<file path="config.mk">
export PLATFORM = sky130hd
export DESIGN_NAME = conv1d_bram_engine_flat
export DESIGN_NICKNAME = d
export VERILOG_FILES = /design/src/rtl/conv1d_bram_engine_if.sv /design/src/rtl/conv1d_bram_engine.sv /design/src/flat_wrapper.sv
export SDC_FILE = /design/constraint.sdc
export NUM_CORES = 1
export LEC_CHECK = 0
export ABC_CLOCK_PERIOD_IN_PS = 15330
export BUFFER_PORTS_ARGS = -buffer_cell sky130_fd_sc_hd__buf_2
export CORE_ASPECT_RATIO = 0.7
export CORE_UTILIZATION = 55
export DETAILED_ROUTE_END_ITERATION = 10
export PLACE_DENSITY = 0.69
export SYNTH_ARGS = -nofsm -noshare
export SYNTH_HDL_FRONTEND = slang
export SYNTH_SLANG_ARGS = --single-unit
</file>
<file path="constraint.sdc">
create_clock -name clk -period 15.33 [get_ports clk]
set_input_delay 3.066 -clock clk [delete_from_list [all_inputs] [get_ports clk]]
set_output_delay 3.066 -clock clk [all_outputs]
set_load 0.02 [all_outputs]
</file>
<file path="src/rtl/conv1d_bram_engine_if.sv">
// Sample-memory read port and result stream of the conv1d engine.
// The master side is the engine, the slave side is the memory and consumer.
interface conv1d_bram_engine_if #(
    parameter int DATA_WIDTH = 8,
    parameter int ADDR_WIDTH = 4,
    parameter int ACC_WIDTH  = 16
);
    logic [ADDR_WIDTH-1:0] mem_addr;
    logic                  mem_rd_en;
    logic [DATA_WIDTH-1:0] mem_rdata;
    logic                  out_valid;
    logic                  out_ready;
    logic [ACC_WIDTH-1:0]  out_data;

    modport master (
        output mem_addr, mem_rd_en, out_valid, out_data,
        input  mem_rdata, out_ready
    );
    modport slave (
        input  mem_addr, mem_rd_en, out_valid, out_data,
        output mem_rdata, out_ready
    );
endinterface

</file>
<file path="src/rtl/conv1d_bram_engine.sv">
// Streams N samples from a 1-cycle-latency memory through a K-tap window and emits strided dot products.
// First result K+2 cycles after start; out_ready backpressure halts reads, one-entry skid absorbs the in-flight sample.
module conv1d_bram_engine #(
    parameter int DATA_WIDTH = 8,
    parameter int ADDR_WIDTH = 4,
    parameter int K          = 3,
    parameter int ACC_WIDTH  = 16
) (
    input  logic                    clk,
    input  logic                    rst_n,
    input  logic                    start,
    input  logic [ADDR_WIDTH:0]     len,
    input  logic [1:0]              stride,
    input  logic [K*DATA_WIDTH-1:0] weights,
    output logic                    busy,
    output logic                    done,
    conv1d_bram_engine_if.master    bus
);
    localparam int CW = ADDR_WIDTH + 2;
    localparam logic [ADDR_WIDTH:0] K_LEN = (ADDR_WIDTH+1)'(K);

    typedef enum logic [1:0] {IDLE, RUN, FLUSH} state_t;
    state_t state, state_nxt;

    logic [ADDR_WIDTH:0]   len_q;
    logic [1:0]            stride_q;
    logic [DATA_WIDTH-1:0] w_q     [K];
    logic [DATA_WIDTH-1:0] win     [K];
    logic [DATA_WIDTH-1:0] win_nxt [K];
    logic [ADDR_WIDTH-1:0] rd_ptr;
    logic                  rvld;
    logic [CW-1:0]         smp_idx;
    logic [CW-1:0]         next_res;
    logic                  out_vld_q, out_last_q, skid_vld, skid_last, done_q, last_seen;
    logic [ACC_WIDTH-1:0]  out_q, skid_q, res_sum;
    logic                  rd_go, xfer, res_vld, res_last, last_xfer, fin;

    // Window after the arriving sample shifts in; the sum is taken on that view
    always_comb begin
        for (int i = 0; i < K-1; i++) win_nxt[i] = win[i+1];
        win_nxt[K-1] = bus.mem_rdata;
        res_sum = '0;
        for (int i = 0; i < K; i++)
            res_sum = res_sum + ACC_WIDTH'((2*DATA_WIDTH)'(w_q[i]) * (2*DATA_WIDTH)'(win_nxt[i]));
    end

    assign res_vld  = rvld && (smp_idx == next_res);
    assign res_last = (smp_idx + CW'(stride_q)) >= CW'(len_q);
    assign xfer     = out_vld_q && bus.out_ready;
    assign last_xfer = xfer && out_last_q;

    always_comb begin
        state_nxt = state;
        rd_go     = 1'b0;
        fin       = 1'b0;
        case (state)
            IDLE:  if (start && len >= K_LEN) state_nxt = RUN;
            RUN: begin
                rd_go = !(out_vld_q && !bus.out_ready) && !skid_vld;
                if (rd_go && rd_ptr == ADDR_WIDTH'(len_q - (ADDR_WIDTH+1)'(1)))
                    state_nxt = FLUSH;
            end
            FLUSH: begin
                // a large stride can deliver the final result before the last read is issued
                fin = last_xfer || last_seen;
                if (fin) state_nxt = IDLE;
            end
            default: state_nxt = IDLE;
        endcase
    end

    assign busy          = (state != IDLE);
    assign done          = done_q || fin;
    assign bus.mem_rd_en = rd_go;
    assign bus.mem_addr  = rd_ptr;
    assign bus.out_valid = out_vld_q;
    assign bus.out_data  = out_q;

    always_ff @(posedge clk or negedge rst_n) begin
        if (!rst_n) state <= IDLE;
        else        state <= state_nxt;
    end

    always_ff @(posedge clk or negedge rst_n) begin
        if (!rst_n) begin
            len_q      <= '0;
            stride_q   <= 2'd1;
            for (int i = 0; i < K; i++) begin
                w_q[i] <= '0;
                win[i] <= '0;
            end
            rd_ptr     <= '0;
            rvld       <= 1'b0;
            smp_idx    <= '0;
            next_res   <= '0;
            out_vld_q  <= 1'b0;
            out_last_q <= 1'b0;
            out_q      <= '0;
            skid_vld   <= 1'b0;
            skid_last  <= 1'b0;
            skid_q     <= '0;
            done_q     <= 1'b0;
            last_seen  <= 1'b0;
        end else begin
            done_q <= 1'b0;
            if (state == IDLE && start) begin
                len_q     <= len;
                stride_q  <= (stride == 2'd0) ? 2'd1 : stride;
                for (int i = 0; i < K; i++) w_q[i] <= weights[i*DATA_WIDTH +: DATA_WIDTH];
                rd_ptr    <= '0;
                smp_idx   <= '0;
                next_res  <= CW'(K-1);
                last_seen <= 1'b0;
                done_q    <= (len < K_LEN);
            end
            if (rd_go) rd_ptr <= rd_ptr + ADDR_WIDTH'(1);
            if (state == RUN && last_xfer) last_seen <= 1'b1;
            rvld <= rd_go;
            if (rvld) begin
                win     <= win_nxt;
                smp_idx <= smp_idx + CW'(1);
                if (res_vld) next_res <= next_res + CW'(stride_q);
            end
            if (xfer || !out_vld_q) begin
                if (skid_vld) begin
                    out_vld_q  <= 1'b1;
                    out_q      <= skid_q;
                    out_last_q <= skid_last;
                    skid_vld   <= res_vld;
                    skid_q     <= res_sum;
                    skid_last  <= res_last;
                end else begin
                    out_vld_q <= res_vld;
                    if (res_vld) begin
                        out_q      <= res_sum;
                        out_last_q <= res_last;
                    end
                end
            end else if (res_vld) begin
                // reads stop once the output stalls, so the skid is empty here
                skid_vld  <= 1'b1;
                skid_q    <= res_sum;
                skid_last <= res_last;
            end
        end
    end
endmodule

</file>
<file path="src/flat_wrapper.sv">
// flat-port wrapper written by rule: the top's interface ports become plain ports
module conv1d_bram_engine_flat 
#(
    parameter int DATA_WIDTH = 8,
    parameter int ADDR_WIDTH = 4,
    parameter int K          = 3,
    parameter int ACC_WIDTH  = 16
)
  (clk, rst_n, start, len, stride, weights, busy, done, bus_mem_addr, bus_mem_rd_en, bus_out_valid, bus_out_data, bus_mem_rdata, bus_out_ready);
  conv1d_bram_engine_if #(.DATA_WIDTH(DATA_WIDTH), .ADDR_WIDTH(ADDR_WIDTH), .ACC_WIDTH(ACC_WIDTH)) bus_i ();
  input  logic clk;
  input  logic rst_n;
  input  logic start;
  input  logic [ADDR_WIDTH:0] len;
  input  logic [1:0] stride;
  input  logic [K*DATA_WIDTH-1:0] weights;
  output logic busy;
  output logic done;
  output wire logic [$bits(bus_i.mem_addr)-1:0] bus_mem_addr;
  output wire logic [$bits(bus_i.mem_rd_en)-1:0] bus_mem_rd_en;
  output wire logic [$bits(bus_i.out_valid)-1:0] bus_out_valid;
  output wire logic [$bits(bus_i.out_data)-1:0] bus_out_data;
  input wire logic [$bits(bus_i.mem_rdata)-1:0] bus_mem_rdata;
  input wire logic [$bits(bus_i.out_ready)-1:0] bus_out_ready;
  assign bus_mem_addr = bus_i.mem_addr;
  assign bus_mem_rd_en = bus_i.mem_rd_en;
  assign bus_out_valid = bus_i.out_valid;
  assign bus_out_data = bus_i.out_data;
  assign bus_i.mem_rdata = bus_mem_rdata;
  assign bus_i.out_ready = bus_out_ready;
  conv1d_bram_engine #(.DATA_WIDTH(DATA_WIDTH), .ADDR_WIDTH(ADDR_WIDTH), .K(K), .ACC_WIDTH(ACC_WIDTH)) u_core (.clk(clk), .rst_n(rst_n), .start(start), .len(len), .stride(stride), .weights(weights), .busy(busy), .done(done), .bus(bus_i));
endmodule
</file>
* Yosys cells after proc, flatten, opt, wreduce, memory -nomap -nowiden
Index checks and enable logic that the tools add are counted.
Widths: inputs -> output; s select.
** Word-level totals
- Register bits :: 104
- Input bits :: 43
- Output and inout bits :: 24
- Logic and storage cells :: 97
** Operators by class
- $add $sub $neg :: 7
- $mul :: 3
- Magnitude comparators :: 3
- Equal/unequal tests :: 8
- Multiplexer cells :: 29
- Reduce and logical (&&, ||, !) cells :: 27
** Operators by type and width (count)
- $mux 16 :: 4
- $mul 8x8->16 :: 3
- $add 16x16->16 :: 2
- $mux 6 :: 5
- $mux 1 :: 13
- $add 6x2->6 :: 2
- $reduce_bool 2->1 :: 6
- $logic_and 1x1->1 :: 9
- $mux 2 :: 4
- $mux 4 :: 2
- $ne 2x1->1 const B :: 4
- $add 6x1->6 const B :: 1
- $eq 6x6->1 :: 1
- $ge 6x5->1 :: 1
- $pmux 2 s3 :: 1
- $ge 5x2->1 const B :: 1
- $lt 5x2->1 const B :: 1
- $add 4x1->4 const B :: 1
- $eq 4x4->1 :: 1
- $logic_not 1->1 :: 4
- $logic_not 2->1 :: 2
- $reduce_and 2->1 :: 2
- $sub 4x1->4 const B :: 1
- $logic_or 1x1->1 :: 3
- 3 further kinds :: 3

* Depth between registers and ports, before layout
Gate-level depths: netlist of the first run.
- Depth after elaboration :: 7
- Depth in mapped cells :: 22
- Gate-level depth less buffers :: 21

* Worst setup path after synthesis of the first run
No wires, ideal clock.
- Kind :: input port to flip-flop
- From :: input bus_mem_rdata[3]
- To :: register u_core.skid_q[15]
- Setup time :: 0.125 ns
- Data arrival time :: 8.313 ns
- Required time :: 15.205 ns
- Slack :: 6.893 ns
- Cell stages on the path :: 19
- Buffers on the path :: 1
- Cell sequence :: clkbuf_1 nand2_1 fa_1 fa_1 fa_1 inv_1 fa_1 fa_1 fa_1 inv_1 fa_1 inv_1 ha_1 o211ai_1 a21oi_1 o21ai_0 a31oi_1 xnor2_1 mux2_2
** On the way
- Cells in the longest elaborated chain, start to end :: 4
- Elaborated cells between the ends (all ways) :: 5
- Classes of those cells :: add/sub: 1; mul: 1; mux: 3
** Ends and longest elaborated chain
- start: declaration :: line flat_wrapper.sv:23 : input wire logic [$bits(bus_i.mem_rdata)-1:0] bus_mem_rdata;
- $mul 8x8->16 * :: line conv1d_bram_engine.sv:44 : res_sum = res_sum + ACC_WIDTH'((2*DATA_WIDTH)'(w_q[i]) * (2*DATA_WIDTH)'(win_nxt[i]));
- $add 16x16->16 * :: line conv1d_bram_engine.sv:44
- $mux 16, on equally long branches :: line conv1d_bram_engine.sv:139, conv1d_bram_engine.sv:125
- $mux 16 * :: line conv1d_bram_engine.sv:124 : if (xfer || !out_vld_q) begin
- end signal: assignment :: line conv1d_bram_engine.sv:130 : skid_q <= res_sum;
- end signal: assignment :: line conv1d_bram_engine.sv:142 : skid_q <= res_sum;
- end: declaration :: line conv1d_bram_engine.sv:35 : logic [ACC_WIDTH-1:0] out_q, skid_q, res_sum;
Mark *: on every way between the ends. The rest lies on a longest branch, timed or not. The select of a mux whose other input is x is not followed.
A chain may end at the register's enable or synchronous reset.

* Worst setup path in the final report of the first run
- From :: input bus_mem_rdata[4]
- To :: register u_core.skid_q[15]
Same word-level chain as after synthesis.

==> results of run 1 <==
per-stage QoR:
step                      utilization [%]  instance area [sq um]
after floorplan                         -                  11300
after global placement               59.5                  11900
after detailed placement             59.5                  11900
after CTS                            61.0                  12200
after global routing                 61.0                  12200
final                                61.0                  12200
worst min-delay path: stages, from the launching register on:
cell     delay (ns)
dfrtp_1        0.34
nand2_1        0.04
o21ai_0        0.06
worst max path at each step:
stage | startpoint | end | slack, ns
detailed placement | bus_mem_rdata[2] | u_core.skid_q[15] | 6.48
CTS | bus_mem_rdata[2] | u_core.skid_q[15] | 6.87
global placement | bus_mem_rdata[1] | u_core.skid_q[15] | 6.53
floorplan | bus_mem_rdata[3] | u_core.skid_q[15] | 6.89
finish | bus_mem_rdata[4] | u_core.skid_q[15] | 6.85
global route | bus_mem_rdata[1] | u_core.skid_q[15] | 6.62
cell usage after synthesis, drive strengths merged (2+ instances only):
cell type and instances:
o31ai 4, o211ai 5, nor3 5, clkbuf 24, inv 236, xnor2 19
ha 103, nor2 23, mux2 27, nor2b 4, nand3 10, and2 137
buf 10, mux2i 12, xor2 14, nand2b 9, nand4 4, a21oi 20
a31oi 2, o21ai 50, fa 160, nand2 175, dfrtp 103, a21o 3
and3 3, a21boi 3
final cells by class:
| cell class | instances | area [sq um] | area share (%) |
|---|---|---|---|
| well taps | 270 | 338 | 2.78 |
| flip-flops and latches | 104 | 2600 | 21.4 |
| clock inverters | 5 | 47.5 | 0.391 |
| clock buffers | 11 | 253 | 2.08 |
| inverters | 236 | 886 | 7.28 |
| repair buffers | 70 | 363 | 2.98 |
| multi-input cells | 810 | 7680 | 63.1 |
per-layer routing:
| metal | up-vias | GRT usage, % | part of all wire [%] |
|---|---|---|---|
| met2 | 137 | 39.8 | 44 |
| met4 | 0 | 4.37 | 0.87 |
| met1 | 3915 | 37.6 | 50 |
| met5 | - | 0 | 0 |
| met3 | 17 | 3.93 | 4.4 |
| li1 | 3706 | - | - |
registers in the layout, summed over array words and instances, names as in the netlist, 2 cells and up:
register,flops
u_core.skid_q,16
u_core.win,16
u_core.len_q,5
u_core.stride_q,2
u_core.w_q,24
u_core.state,2
u_core.bus.out_data,16
u_core.bus.mem_addr,4
u_core.smp_idx,6
u_core.next_res,6
cell families after synthesis:
family,count (synthesis),synth area share [%]
adders and majority gates,263,39.7
muxes,39,3.98
buffers and inverters,270,9.20
xor gates and xnor gates,33,2.55
DFF,104,23.0
and+or+nand+nor,375,16.4
AOI/OAI and AO/OA,100,5.20
==> summary.txt, run 1 <==
Die
  – Initial cell density of the core: 56.7%
  – Die height: roughly 120 um
  – Die area: ~21,000 sq um
  – Core area: ~20,000 sq um
  – Number of core rows: between 40 and 50
  – IO Pins: 67
  – Die width: 173 um

STA
  – Crit share post-route: between 50% and 60%
  – Min Tclk post-route: about 8.5 ns
  – Final setup TNS: 0 ns
  – Max Clk Rate: 118 MHz
  – Worst slew margin: between 20% and 30%
  – Setup Skew: just under 0.009 ns
  – Unrepaired setup endpoints after global routing: false
  – Max Slew Vio Count: 0
  – Final setup fails: 0
  – Hold_ws: ~0.47 ns
  – Actual slew at the worst max-slew pin: 1.05 ns
  – Fin. Hold Viols: 0
  – Worst Setup Slack, final: between 6 and 7 ns

Synthesis
  – Post-Syn Area: between 10,000 and 15,000 sq um
  – Synth Flop Type: dfrtp_1
  – Post-synth top area cell: fa_1
  – Synth unique cells: 50
  – Post-Syn Nets: 1,490
  – EDFF count, synth: 0
  – Post-synthesis sequential area ratio: 23.0%
  – Synth top area cells: fa_1, dfrtp_1, ha_1, inv_1, and2_1
  – Yosys warns: 0
  – Synthesized flop and latch total: 104
  – Syn avg cell area: ~9.6 sq um
  – Ys async rst share: between 90% and 100%
  – Mapped Cells: between 1k and 1.5k
  – Post-synth top area share: 28.3%

GRT
  – Initial antenna violation count: 0
  – Grt total ovfl: 0
  – Largest net degree at the start of global routing: 72
  – Vias in the first global route: just over 8k
  – GR Util All Layers: around a quarter
  – Global-route wire length before repair: about 42 mm

Finish
  – Final Instance Count excl. Fillers: 1,506
  – FILL cells: around 1.8k
  – ANT cells: 0
  – Fraction of layout cells with a size suffix above 1: approximately 9.8%
  – Commonest non-fill, non-tap cells in the layout: inv_1, nand2_1, fa_1
  – Most common cell after layout, fill and taps aside: inv_1
  – P&R area growth vs syn: 7.55%
  – Nets: 1,537

Clock tree
  – Clock H-tree levels: 3
  – Clock transition at path regs: ~0.07 ns
  – Post-CTS Hold Buffers: 0
  – CTS root buf: clkbuf_16
  – Clk sink count: 104
  – Clock buffer depth: 2
  – Worst-Skew Late Latency: 0.37 ns
  – Post_cts resized: 0
  – CTS tree: done
  – Post-CTS setup buffers: 0
  – Cts bufs inserted: 9

Worst setup path
  – R2R setup slack: 9.02 ns
  – Number of cells on the critical path: 20
  – Startpoint Class: input pin
  – Cell Chain, Critical Path: buf_2 -> and2_1 -> fa_1 -> inv_1 -> fa_1 -> inv_1 -> fa_1 -> fa_1 -> fa_1 -> fa_1 -> inv_1 -> fa_1 -> inv_1 -> ha_1 -> a21oi_1 -> nand2_1 -> o21ai_0 -> a31oi_1 -> xnor2_1 -> mux2_2
  – Worst Setup End Kind: flip-flop
  – CP arrival: between 8 and 9 ns
  – Crit Path Max Fanout: 9
  – RR Endpoint: u_core.skid_q[15]
  – CP max-delay cell: fa_1
  – WP data required: between 15 and 20 ns
  – Bufs and invs on worst path: 5
  – Critical path's top delay family: adder cells
  – Reg2reg start: u_core.win[11]
  – Most used cell, CP: fa_1
  – CP peak stage delay: 0.56 ns
  – Worst r2r path cells: 20
  – Critical path class: input pin to flip-flop

Route
  – DRC viols: 0
  – Vias per cell: about 5.2
  – DRT iter0 DRCs: a little over 400
  – Routed WL per cell: between 15 and 20 um
  – First-pass iteration count of the detailed router: 5
  – Total length of routed wires: around 24 mm
  – Via count: approximately 8k
  – ANT nets after route: 0

Min path
  – Hold EP: u_core.bus.out_data[3]
  – Hold Path Class: flip-flop to flip-flop
  – Hold Crit Start: u_core.bus.out_data[3]
  – Worst Hold Depth: 2

Job
  – Max-cap viol count: 0

Placed design
  – Post-Place Cells: 1,490
  – Number of port buffers: 66
  – DP HPWL: around 19 mm
  – Global placement routability congestion: approximately 0.83
  – Pre-CTS setup slack: 6.48 ns

Run status
  – Outcome: finished clean
Power of run 1 is not shown: default switching activity piles up to over one toggle a cycle in this logic, so the estimate is an artifact.
==> run 2: changes to the inputs <==
--- a/config.mk
+++ b/config.mk
@@ -5,7 +5,8 @@
 export SDC_FILE = /design/constraint.sdc
 export NUM_CORES = 1
 export LEC_CHECK = 0
-export ABC_CLOCK_PERIOD_IN_PS = 15330
+export ABC_AREA = 1
+export ABC_CLOCK_PERIOD_IN_PS = 7900
 export BUFFER_PORTS_ARGS = -buffer_cell sky130_fd_sc_hd__buf_2
 export CORE_ASPECT_RATIO = 0.7
 export CORE_UTILIZATION = 55
==> constraint.sdc (replaced) <==
create_clock -name clk -period 7.9 [get_ports clk]
set_input_delay 1.58 -clock clk [delete_from_list [all_inputs] [get_ports clk]]
set_output_delay 1.58 -clock clk [all_outputs]
set_load 0.02 [all_outputs]
==> run 2 against run 1 <==
Compared with the run above:
- via count rose by 16%
- sequential cell count did not move
- sequential share of layout area decreased by 0.71 points
- non-clock buffer count shrank 1
- worst setup slack worse by 5.8 ns
- worst hold slack improved by 0.0034 ns
- global-route usage up 0.66 points
- final cell count rose by 22%
- register-to-register slack got worse by 7.3 ns
- synthesized cell count rose by 30%
==> summary.txt, run 2 <==
Synthesis
  – Post-Syn Nets: 1,845 (+24%)
  – Post-synth top area cell: fa_1
  – Post-Syn Area: 11,900 sq um (+5.1%)
  – Yosys warns: 0 (unchanged)
  – Synth top area cells: fa_1, dfrtp_1, nand2_1, inv_1, ha_1
  – Post-synth top area share: 26.9% (-1.4 points)
  – Synth unique cells: 42 (-16%)
  – Mapped Cells: 1,539 (+30%)
  – Syn avg cell area: 7.72 sq um (-19%)
  – Top cell types by occurrence after synthesis: nand2_1, inv_1, fa_1
  – EDFF count, synth: 0 (unchanged)
  – Ys async rst share: 100% (unchanged)
  – Most frequent cell after synthesis: nand2_1
  – Post-synthesis sequential area ratio: 21.9% (-1.1 points)
  – Synth Flop Type: dfrtp_1
  – Synthesized flop and latch total: 104 (unchanged)

Clock tree
  – Cts bufs inserted: 9 (unchanged)
  – Post_cts resized: 0 (unchanged)
  – Clock H-tree levels: 3 (unchanged)
  – Clock transition at path regs: 0.07 ns (about the same)
  – Post-CTS Hold Buffers: 0 (unchanged)
  – Post-CTS setup buffers: 0 (unchanged)
  – Clock buffer depth: 2 (unchanged)
  – Worst-Skew Late Latency: 0.37 ns (about the same)
  – CTS tree: done
  – Clk sink count: 104 (unchanged)
  – CTS root buf: clkbuf_16

Finish
  – Nets: 1,856 (+21%)
  – Largest register FFs: 24 (unchanged)
  – Fraction of layout cells with a size suffix above 1: 6.37% (-3.4 points)
  – ANT cells: 0 (unchanged)
  – Commonest non-fill, non-tap cells in the layout: nand2_1, inv_1, fa_1
  – P&R area growth vs syn: 5.89%
  – Largest reg by FF count: u_core.w_q
  – Most common cell after layout, fill and taps aside: nand2_1

Worst setup path
  – Startpoint Class: input pin
  – Worst Setup End Kind: flip-flop
  – WP data required: 8.16 ns (-7.42 ns)
  – Crit Path Max Fanout: 9 (unchanged)
  – Critical path class: input pin to flip-flop
  – R2R setup slack: 1.76 ns (-7.26 ns)
  – CP arrival: 7.09 ns (-1.63 ns)

Die
  – Die width: 178 um (+2.5%)
  – Die area: 22,200 sq um (+5.0%)
  – Initial cell density of the core: 56.7% (about the same)
  – IO Pins: 67 (unchanged)
  – Die height: 125 um (+2.5%)
  – Core area: 21,000 sq um (+5.1%)
  – Number of core rows: 44 (+2.3%)

STA
  – Setup Skew: 0.0107 ns (+0.00182 ns)
  – Min Tclk post-route: 6.83 ns
  – Max Slew Vio Count: 0 (unchanged)
  – Fin. Hold Viols: 0 (unchanged)
  – Actual slew at the worst max-slew pin: 1.10 ns (+0.0459 ns)
  – Unrepaired setup endpoints after global routing: false
  – Final setup fails: 0 (unchanged)
  – Max Clk Rate: ~150 MHz
  – Crit share post-route: 86.5%
  – Final setup TNS: 0 ns (unchanged)
  – Worst slew margin: 26.6% (-3.1 points)

Route
  – DRC viols: 0 (unchanged)
  – First-pass iteration count of the detailed router: 5 (unchanged)
  – Routed WL per cell: 13.8 um (-13%)
  – Via count: 9,027 (+16%)
  – Total length of routed wires: 25.3 mm (+5.5%)
  – Vias per cell: 4.93 (-4.5%)
  – ANT nets after route: 0 (unchanged)
  – DRT iter0 DRCs: 597 (+46%)

Min path
  – Hold Path Class: flip-flop to flip-flop

GRT
  – GR Util All Layers: 26.0% (+0.66 points)
  – Initial antenna violation count: 0 (unchanged)
  – Grt total ovfl: 0 (unchanged)
  – Largest net degree at the start of global routing: 59 (-18%)
  – Global-route wire length before repair: 45.2 mm (+8.7%)
  – Vias in the first global route: 9,299 (+14%)

Placed design
  – Number of port buffers: 66 (unchanged)
  – DP HPWL: 20.8 mm (+7.7%)
  – Global placement routability congestion: 0.919 (+11%)

Run status
  – Outcome: finished clean

Job
  – Max-cap viol count: 0 (unchanged)
[run 2: cell count changes in the layout (fill, tap and decap cells not counted), moves of 7 or more]
cell	before	now
nand2_1	175	477
inv_1	236	434
and2_1	137	1
nand3_1	10	36
mux2_2	20	0
nor2_1	22	36
xnor2_1	19	5
mux2i_1	12	0
o21ai_0	47	36
nand2b_1	8	0
mux2_4	7	0
[run 2: path summary, 6_finish.rpt]
kind                                    startpoint                      end  depth (start not counted)
setup / recovery                  bus_mem_rdata[1]  u_core.bus.out_data[15]                         21
hold / removal             u_core.bus.out_data[12]  u_core.bus.out_data[12]                          2
setup reg to reg                    u_core.w_q[19]  u_core.bus.out_data[15]                         22
hold reg to reg            u_core.bus.out_data[12]  u_core.bus.out_data[12]                          2
max in group asynchronous                    rst_n        u_core.skid_q[14]                          2
min in group asynchronous                    rst_n          u_core.len_q[4]                          1
[run 2: logic make-up after synthesis]
group                      after synthesis  share of synthesized area, %
and+or+nand+nor                        566                          18.7
buffers and inverters                  505                          16.3
DFF                                    104                          21.9
AOI/OAI and AO/OA                       87                          4.36
xor gates and xnor gates                14                          1.03
adders and majority gates              263                          37.8
[run 2: critical path, stage by stage]
cell,delay (ns)
buf_2,0.21
nand2_1,0.12
fa_1,0.52
fa_1,0.51
fa_1,0.51
inv_1,0.05
fa_1,0.50
fa_1,0.53
fa_1,0.54
inv_1,0.05
fa_1,0.53
inv_1,0.04
ha_1,0.35
a21oi_1,0.25
nand2_1,0.16
nand2_1,0.12
nand3_1,0.14
nand3_1,0.14
nand3_1,0.09
nand2_1,0.09
nand2_1,0.04
[run 2: stage by stage]
stage | cell area [sq um] | setup WS (ns) | hold slack [ns] | util [%] | cells
6_report | 12600 | 1.07 | 0.476 | 60.0 | 1831
5_1_grt | 12600 | 0.802 | 0.493 | 60.0 | 1831
4_1_cts | 12600 | 1.10 | 0.480 | 60.0 | 1831
3_5_place_dp | 12300 | 0.714 | 0.460 | 58.6 | 1815
3_3_place_gp | 12300 | 0.835 | 0.460 | 58.6 | 1815
2_1_floorplan | 11900 | 1.06 | 0.449 | - | 1539
[run 2: cell type report]
type,instances,area (sq um)
clock buffer,11,233
inverter,436,1640
fill,1908,8390
sequential,104,2600
timing repair buffer,69,355
clock inverter,5,63.8
tap,276,345
multi-input combinational,930,7350
[run 2: routing by layer]
metal / track usage (%) / up-vias / routed length (um) / share of wire [%]
met4: 6.28 / 0 / 418 / 1.7
met5: 0 / - / 0 / 0
met1: 38.2 / 4378 / 12300 / 49
met3: 4.56 / 20 / 1470 / 5.8
li1: - / 4415 / - / -
met2: 40.0 / 214 / 11200 / 44
Power of run 2 is left out for the same reason.
